[src/rtl/phase_xform_pkg.sv]
// phase_xform_pkg: phase and operation encodings shared by the transform buffer and its ALU.
package phase_xform_pkg;
  typedef enum logic [1:0] {PH0, PH1, PH2, PH3} phase_t;
  typedef enum logic [2:0] {OP_MOD, OP_SQR, OP_HALF, OP_SHR2, OP_ZERO} op_t;
  function automatic phase_t phase_of(input int unsigned c, t1, t2, t3);
    return c < t1 ? PH0 : c < t2 ? PH1 : c < t3 ? PH2 : PH3;
  endfunction
  function automatic op_t op_of(input phase_t ph, input logic odd);
    return ph == PH0 ? (odd ? OP_SQR : OP_MOD) : ph == PH1 ? OP_HALF : ph == PH2 ? OP_SHR2 : OP_ZERO;
  endfunction
endpackage

[src/rtl/phase_xform_alu.sv]
// phase_xform_alu: combinational transform of one word, selected by phase and write-index parity.
module phase_xform_alu import phase_xform_pkg::*; #(
  parameter int DATA_W = 32,
  parameter int MOD_K  = 5
) (
  input  logic [1:0]        phase,
  input  logic              idx0,
  input  logic [DATA_W-1:0] d,
  output logic [DATA_W-1:0] result
);
  op_t op;
  logic [DATA_W-1:0] sq;
  assign op = op_of(phase_t'(phase), idx0);
  assign sq = d * d;
  always_comb
    result = op == OP_MOD  ? d % DATA_W'(MOD_K) :
             op == OP_SQR  ? sq :
             op == OP_HALF ? d / DATA_W'(2) :
             op == OP_SHR2 ? d >> 2 : '0;
endmodule

[src/rtl/phase_xform_buffer.sv]
// phase_xform_buffer: two-stage valid/ready pipeline that transforms words by beat phase and stores them in a circular array.
module phase_xform_buffer import phase_xform_pkg::*; #(
  parameter int DATA_W  = 32,
  parameter int DEPTH   = 4,
  parameter int CNT_W   = 8,
  parameter int T1      = 1,
  parameter int T2      = 128,
  parameter int T3      = 192,
  parameter int MOD_K   = 5,
  parameter int CNT_SAT = 0,
  localparam int AW     = $clog2(DEPTH)
) (
  input  logic              clk,
  input  logic              reset,
  input  logic              clr,
  input  logic              in_valid,
  output logic              in_ready,
  input  logic [DATA_W-1:0] in_data,
  output logic              out_valid,
  input  logic              out_ready,
  output logic [DATA_W-1:0] out_data,
  output logic [AW-1:0]     out_idx,
  input  logic [AW-1:0]     rd_addr,
  output logic [DATA_W-1:0] rd_data,
  output logic [CNT_W-1:0]  cnt
);
  logic              a_valid, accept, b_accept, b_fire;
  logic [DATA_W-1:0] a_data, result;
  logic [CNT_W-1:0]  a_cnt, cnt_next;
  logic [AW-1:0]     a_idx, wr_ptr;
  logic [1:0]        a_phase;
  logic [DATA_W-1:0] mem [DEPTH];
  assign b_accept = !out_valid || out_ready;
  assign in_ready = !a_valid || b_accept;
  assign accept   = in_valid && in_ready;
  assign b_fire   = a_valid && b_accept;
  assign cnt_next = (CNT_SAT != 0 && &cnt) ? cnt : cnt + CNT_W'(1);
  assign a_phase  = phase_of(32'(a_cnt), T1, T2, T3);
  phase_xform_alu #(.DATA_W(DATA_W), .MOD_K(MOD_K)) u_alu (
    .phase(a_phase), .idx0(a_idx[0]), .d(a_data), .result(result)
  );
  // The read port samples before any same-edge write, so it sees the old entry.
  always_ff @(posedge clk or negedge reset)
    if (!reset) begin
      cnt       <= '0;
      wr_ptr    <= '0;
      a_valid   <= 1'b0;
      a_data    <= '0;
      a_cnt     <= '0;
      a_idx     <= '0;
      out_valid <= 1'b0;
      out_data  <= '0;
      out_idx   <= '0;
      rd_data   <= '0;
      for (int i = 0; i < DEPTH; i++) mem[i] <= '0;
    end else begin
      rd_data <= mem[rd_addr];
      if (clr) begin
        cnt       <= '0;
        wr_ptr    <= '0;
        a_valid   <= 1'b0;
        out_valid <= 1'b0;
      end else begin
        if (accept) begin
          a_data <= in_data;
          a_cnt  <= cnt;
          a_idx  <= wr_ptr;
          cnt    <= cnt_next;
          wr_ptr <= wr_ptr + AW'(1);
        end
        a_valid <= accept || (a_valid && !b_fire);
        if (b_fire) begin
          mem[a_idx] <= result;
          out_data   <= result;
          out_idx    <= a_idx;
        end
        out_valid <= b_fire || (out_valid && !out_ready);
      end
    end
endmodule

[config.mk]
export PLATFORM = sky130hd
export DESIGN_NAME = phase_xform_buffer
export DESIGN_NICKNAME = d
export VERILOG_FILES = /design/src/rtl/phase_xform_pkg.sv /design/src/rtl/phase_xform_alu.sv /design/src/rtl/phase_xform_buffer.sv
export SDC_FILE = /design/constraint.sdc
export NUM_CORES = 2
export LEC_CHECK = 0
export ABC_AREA = 1
export CAP_MARGIN = 15
export CORE_AREA = 2 2 265 215
export DETAILED_ROUTE_END_ITERATION = 8
export DIE_AREA = 0 0 267 217
export MAX_ROUTING_LAYER = met4
export PLACE_DENSITY_LB_ADDON = 0.12
export SKIP_LAST_GASP = 1
export SLEW_MARGIN = 5
export SYNTH_ARGS = -nofsm -noshare
export SYNTH_HDL_FRONTEND = slang
export SYNTH_HIERARCHICAL = 1
export SYNTH_SLANG_ARGS = --single-unit
[constraint.sdc]
create_clock -name clk -period 14.95 [get_ports clk]
set_input_delay 2.99 -clock clk [delete_from_list [all_inputs] [get_ports clk]]
set_output_delay 2.99 -clock clk [all_outputs]
set_load 0.03 [all_outputs]
# After elaboration in Yosys (flattened, before gate mapping)
# Index checks and enable logic that the tools add are counted.
# word_totals
wordCells	73
reg_bits	248
romBits	0
latch_bits	0
mem_count	0
ram_bits	0
# classes
n_mux	23
addsub	2
magnitude_cmp	6
div_mod_pow	1
eq_ne	5
mul	1
shift	0
n_reduce_logical	18
bitwise_logic	3
# op_table
operator	n
32-bit two-way mux	6
128-bit bitwise mux	1
32-bit binary-select mux with 2-bit select	1
32-bit demux with 2-bit select	1
32-bit by 3-bit remainder unit with 32-bit output (second input constant)	1
32-bit by 32-bit multiplier with 32-bit output	1
30-bit two-way mux	1
8-bit less-than comparator (second input constant)	2
8-bit two-way mux	2
3-bit two-way mux	3
8-bit by 1-bit adder with 8-bit output (second input constant)	1
8-bit by 1-bit less-than comparator with 1-bit output (second input constant)	1
2-bit two-way mux	4
3-bit by 2-bit equality test with 1-bit output (second input constant)	2
3-bit greater-or-equal comparator (second input constant)	2
2-bit NOT with 3-bit output	2
1-bit logical AND	5
1-bit zero test	4
1-bit logical OR	4
1-bit two-way mux	4
2-bit AND reduction	2
3-bit by 1-bit equality test with 1-bit output (second input constant)	1
3-bit zero test	1
3-bit by 1-bit less-than comparator with 1-bit output (second input constant)	1
other kinds (6)	6

# Longest topological paths before layout
# logic_depth
ltp_word	14
depth_mapped	150

# Hierarchy
# The synthesis kept the hierarchy.
# by_module_without_submodules
module	cells_per_inst	area_per_inst_um2	instances
phase_xform_alu	2264	17374.2	1
phase_xform_buffer	1031	10034.6	1

# Worst setup path after synthesis
# No wires, ideal clock.
# synth_path
kind	register to register
from	reg a_data[30]
to	reg mem[0] (netlist name)
n_path_buf	0
period_less_slack_ns	10.115
required_ns	14.825
path_stages_with_launch	134
t_arrival_ns	9.990
path_slack_ns	4.835
path_cell_list	dfrtp_1 -> inv_1 -> nand3_2 -> nand2_1 -> clkinv_2 -> nand3_2 -> nand2_2 -> nand2_2 -> nand2_4 -> nand2_4 -> nand2_2 -> nand3_2 -> nand2_2 -> o21ai_2 -> nand3_1 -> nand2_4 -> nand2_4 -> nand2_2 -> [... 98 more ...] -> nand3_2 -> nand2_1 -> inv_1 -> ha_1 -> inv_1 -> nand3_2 -> nand2_4 -> nand3_4 -> nand2_1 -> nand2_2 -> nor2_4 -> nand2_2 -> nand2_1 -> nand2_1 -> nand2_1 -> nand2_1 -> inv_1 -> o21ai_1
# synth_between
elab_chain_len	3
# synth_rtl
item	line_no	text
from (decl)	phase_xform_buffer.sv:28	logic [DATA_W-1:0] a_data, result;
from (signal assigned)	phase_xform_buffer.sv:65	a_data <= in_data;
32-bit by 3-bit remainder unit with 32-bit output	phase_xform_alu.sv:16	result = op == OP_MOD ? d % DATA_W'(MOD_K) :
32-bit two-way mux	phase_xform_alu.sv:16	
net result[0]	phase_xform_buffer.sv:28	
128-bit bitwise mux	phase_xform_buffer.sv:73	mem[a_idx] <= result;
to (signal, indexed assignment)	phase_xform_buffer.sv:73	
to (decl)	phase_xform_buffer.sv:32	logic [DATA_W-1:0] mem [DEPTH];
# The timed path passes the listed nets, and every way through them passes these cells.
# A chain may end at the register's enable or synchronous reset.

# Worst setup path in the final report
# layout_path
from	reg a_data[28]
to	reg mem[10] (netlist name)
# The elaborated chain is that of the path after synthesis.

==> results by group <==
Cells and area
  • Post-route non-filler standard cell count: 4118
  • Leading cell types in the layout, fill and taps excluded: 765 x nand2_1, 676 x inv_1, 367 x fa_1, 244 x dfrtp_1, 151 x nand3_1
  • Share of cells above drive strength 1: 0.1081
  • Post-layout nets: 3877
  • Most common library cell in the layout ignoring fill and taps: nand2_1
  • Final core utilization: 0.5352
  • Area Growth Syn to Fin: 8.815%

Logic synthesis
  • Post-synth EDFFs: 0
  • Netlist cell types: 53
  • Share of the yosys chip area belonging to registers: 0.2264
  • Number of instances in the synthesized netlist: 3295
  • Share of synthesized registers carrying an async set or reset: 1.000
  • Synth Net Count: 3834
  • Synthesized flop and latch total: 248
  • Syn avg cell area: 8.318 sq um
  • Number of synthesis warnings: 6
  • Dominant synthesized flop cell: dfrtp_1
  • Cell Area, Synth: about 27000 sq um

STA
  • Actual transition at the worst max-transition pin: 1.113 ns
  • Setup repair after global routing missed its margin: false
  • Crit share post-route: 0.8488
  • Min cycle time layout: approximately 13 ns
  • Final Skew: between 0.03 and 0.04 ns
  • Hold Vio Cnt, Final: 0
  • Max-slew violation count: 0
  • Final setup violating endpoints: 0
  • Fmax: 0.07880 GHz
  • Worst relative slew slack: 0.2573
  • Sum Neg Setup Slack: 0 ns

Route
  • Routed wirelength normalized by instance count: ~18 um
  • First-pass iteration count of the detailed router: 6
  • Routed Wire Length: 74990 um
  • Number of routed nets with antenna violations: 0
  • Total vias in the final route: 21.58k
  • Mean number of vias per cell: 5.240
  • Post-detailed-route DRC marker count: 0
  • Starting DRC count in detailed routing: 1716

Clock tree
  • Clock slew seen by the registers of the worst setup and hold paths: 0.06 ns
  • Maximum buffer depth of the clock tree: 3
  • Number of hold buffers added after cts: 0
  • Resized Gates After CTS: 0
  • CTS tree: done
  • TritonCTS Buffers: 25
  • Cell chosen for the clock root: clkbuf_16
  • Post-CTS Setup Bufs: 0
  • Total clock sinks: 248
  • Clock insertion delay at the later pin of the skew report: between 0.5 and 0.6 ns
  • Number of H-tree levels: 1

Die
  • DIE AREA: 57940 sq um
  • # IOs: approximately 120
  • Die outline height: 217 um
  • Core ar.: 55730 sq um
  • Horiz. Die Dim: 267 um
  • Cell row count: 78
  • Effective utilization at floorplan: 0.4918

Critical path
  • Worst reg-to-reg setup slack: 2.26 ns
  • Worst reg-to-reg path cell count: 117
  • Delay contributed by the slowest stage of the critical path: about 0.64 ns
  • Startpoint kind of the worst setup timing path: flip-flop
  • RR Startpoint: a_data[28]
  • Top cell by count, worst path: nand2_2
  • Critical-path maximum fanout: 13
  • Signal arrival time at the worst endpoint: 13.07 ns
  • Critical Path Slowest Stage Cell: dfrtp_1
  • Endpoint of the worst register-to-register path: mem[10]
  • Classification of the worst setup path: flip-flop to flip-flop
  • Worst path required time: 15.33 ns
  • Critical path capture point type: flip-flop

Placed design
  • Final HPWL from detailed placement: 55080 um
  • Count of buffers inserted at the top-level ports: 114
  • Number of instances in the placed design: 4070
  • Last weighted congestion value of the routability-driven placer: a little over 0.9

Run
  • Max Cap Violations: 0

GRT
  • Antenna violations before repair: 3
  • First-pass GRT wire length: 121300 um
  • Number of global-route vias before repair: approximately 22k
  • GRT Util Overall: 0.2777
  • Largest net degree at the start of global routing: 117
  • Global-route congestion overflow total: 0

Hold path
  • Number of cells on the worst hold path: 2
  • Worst Hold Launch: a_data[14]
  • Class of the most critical hold timing path: flip-flop to flip-flop
  • Hold path endpoint: a_data[14]

Run status
  • Status: complete, no violations
[cell families after synthesis]
family | Yosys count | share of synthesized area
AOI/OAI and AO/OA | 439 | 0.09705
xor gates and xnor gates | 62 | 0.02031
adders and majority gates | 500 | 0.3288
buffers and inverters | 860 | 0.1306
DFF | 248 | 0.2264
and+or+nand+nor | 1186 | 0.1968
[cell usage after synthesis, types with 33 or more instances]
library cell	number	area, sq um
fa_1	367	7347
a21oi_1	58	290.3
dfrtp_1	248	6206
nand2_1	765	2872
nand3_1	151	755.7
o21ai_0	118	590.6
ha_1	133	1664
nor2_1	95	356.6
o21ai_2	69	604.3
clkbuf_1	61	229.0
inv_2	41	153.9
nand2_2	93	581.8
o22ai_1	41	256.5
o21ai_1	106	530.5
xor2_1	33	289.0
inv_1	676	2537
[per-stage QoR]
| step | hold WS (ns) | worst slack [ns] | cell area (sq um) |
|---|---|---|---|
| finish | 0.4717 | 2.260 | 29820 |
| global route | 0.4875 | 1.107 | 29820 |
| CTS | 0.4764 | 2.582 | 29790 |
| detailed placement | 0.4604 | 2.660 | 28920 |
| global placement | 0.4586 | 3.367 | 28920 |
| floorplan | 0.4409 | 4.835 | 27410 |
[worst max-delay path by stage]
stage | from | endpoint | slack [ns] | cells past startpoint
finish | a_data[28] | mem[10] | 2.26 | 117
global placement | a_data[28] | mem[76] | 3.37 | 117
detailed placement | a_data[28] | mem[10] | 2.66 | 119
CTS | a_data[28] | mem[10] | 2.58 | 119
global route | a_data[28] | out_data[14] | 1.11 | 119
floorplan | a_data[30] | mem[0] | 4.83 | 133
[final cells by class]
class / instances / area, sq um
fillers: 5156 / 25900
diodes: 1 / 2.502
clock buffers: 33 / 715.7
well taps: 760 / 950.9
repair buffers: 150 / 1426
clock inverters: 13 / 161.4
flip-flops and latches: 248 / 6211
inverters: 726 / 2734
multi-input cells: 2187 / 17620
[flip-flops by register name, summed over array words and instances, names as in the netlist]
name       flops
mem          128
a_data        32
out_data      32
rd_data       32
a_cnt          8
cnt            8
a_idx          2
out_idx        2
wr_ptr         2
a_valid        1
out_valid      1
[worst max-delay path: cells and delay by family, from the launching register on]
kind,cells,cell delay [ns]
flip-flops,1,0.64
AO/OA/AOI/OAI,7,1.35
buffers and inverters,13,1.27
adder cells (fa/ha/maj),1,0.18
AND/OR/NAND/NOR,96,9.05
[routing by layer]
metal  GRT usage  wire length, um  vias up
met5           -                0        -
met4     0.07416             2144        0
met3     0.03824             5289      133
met2      0.4248            33930      741
met1      0.3906            33620    10590
li1            -                -    10120
Power is not shown: default switching activity piles up to over one toggle a cycle in this logic, so the estimate is an artifact.
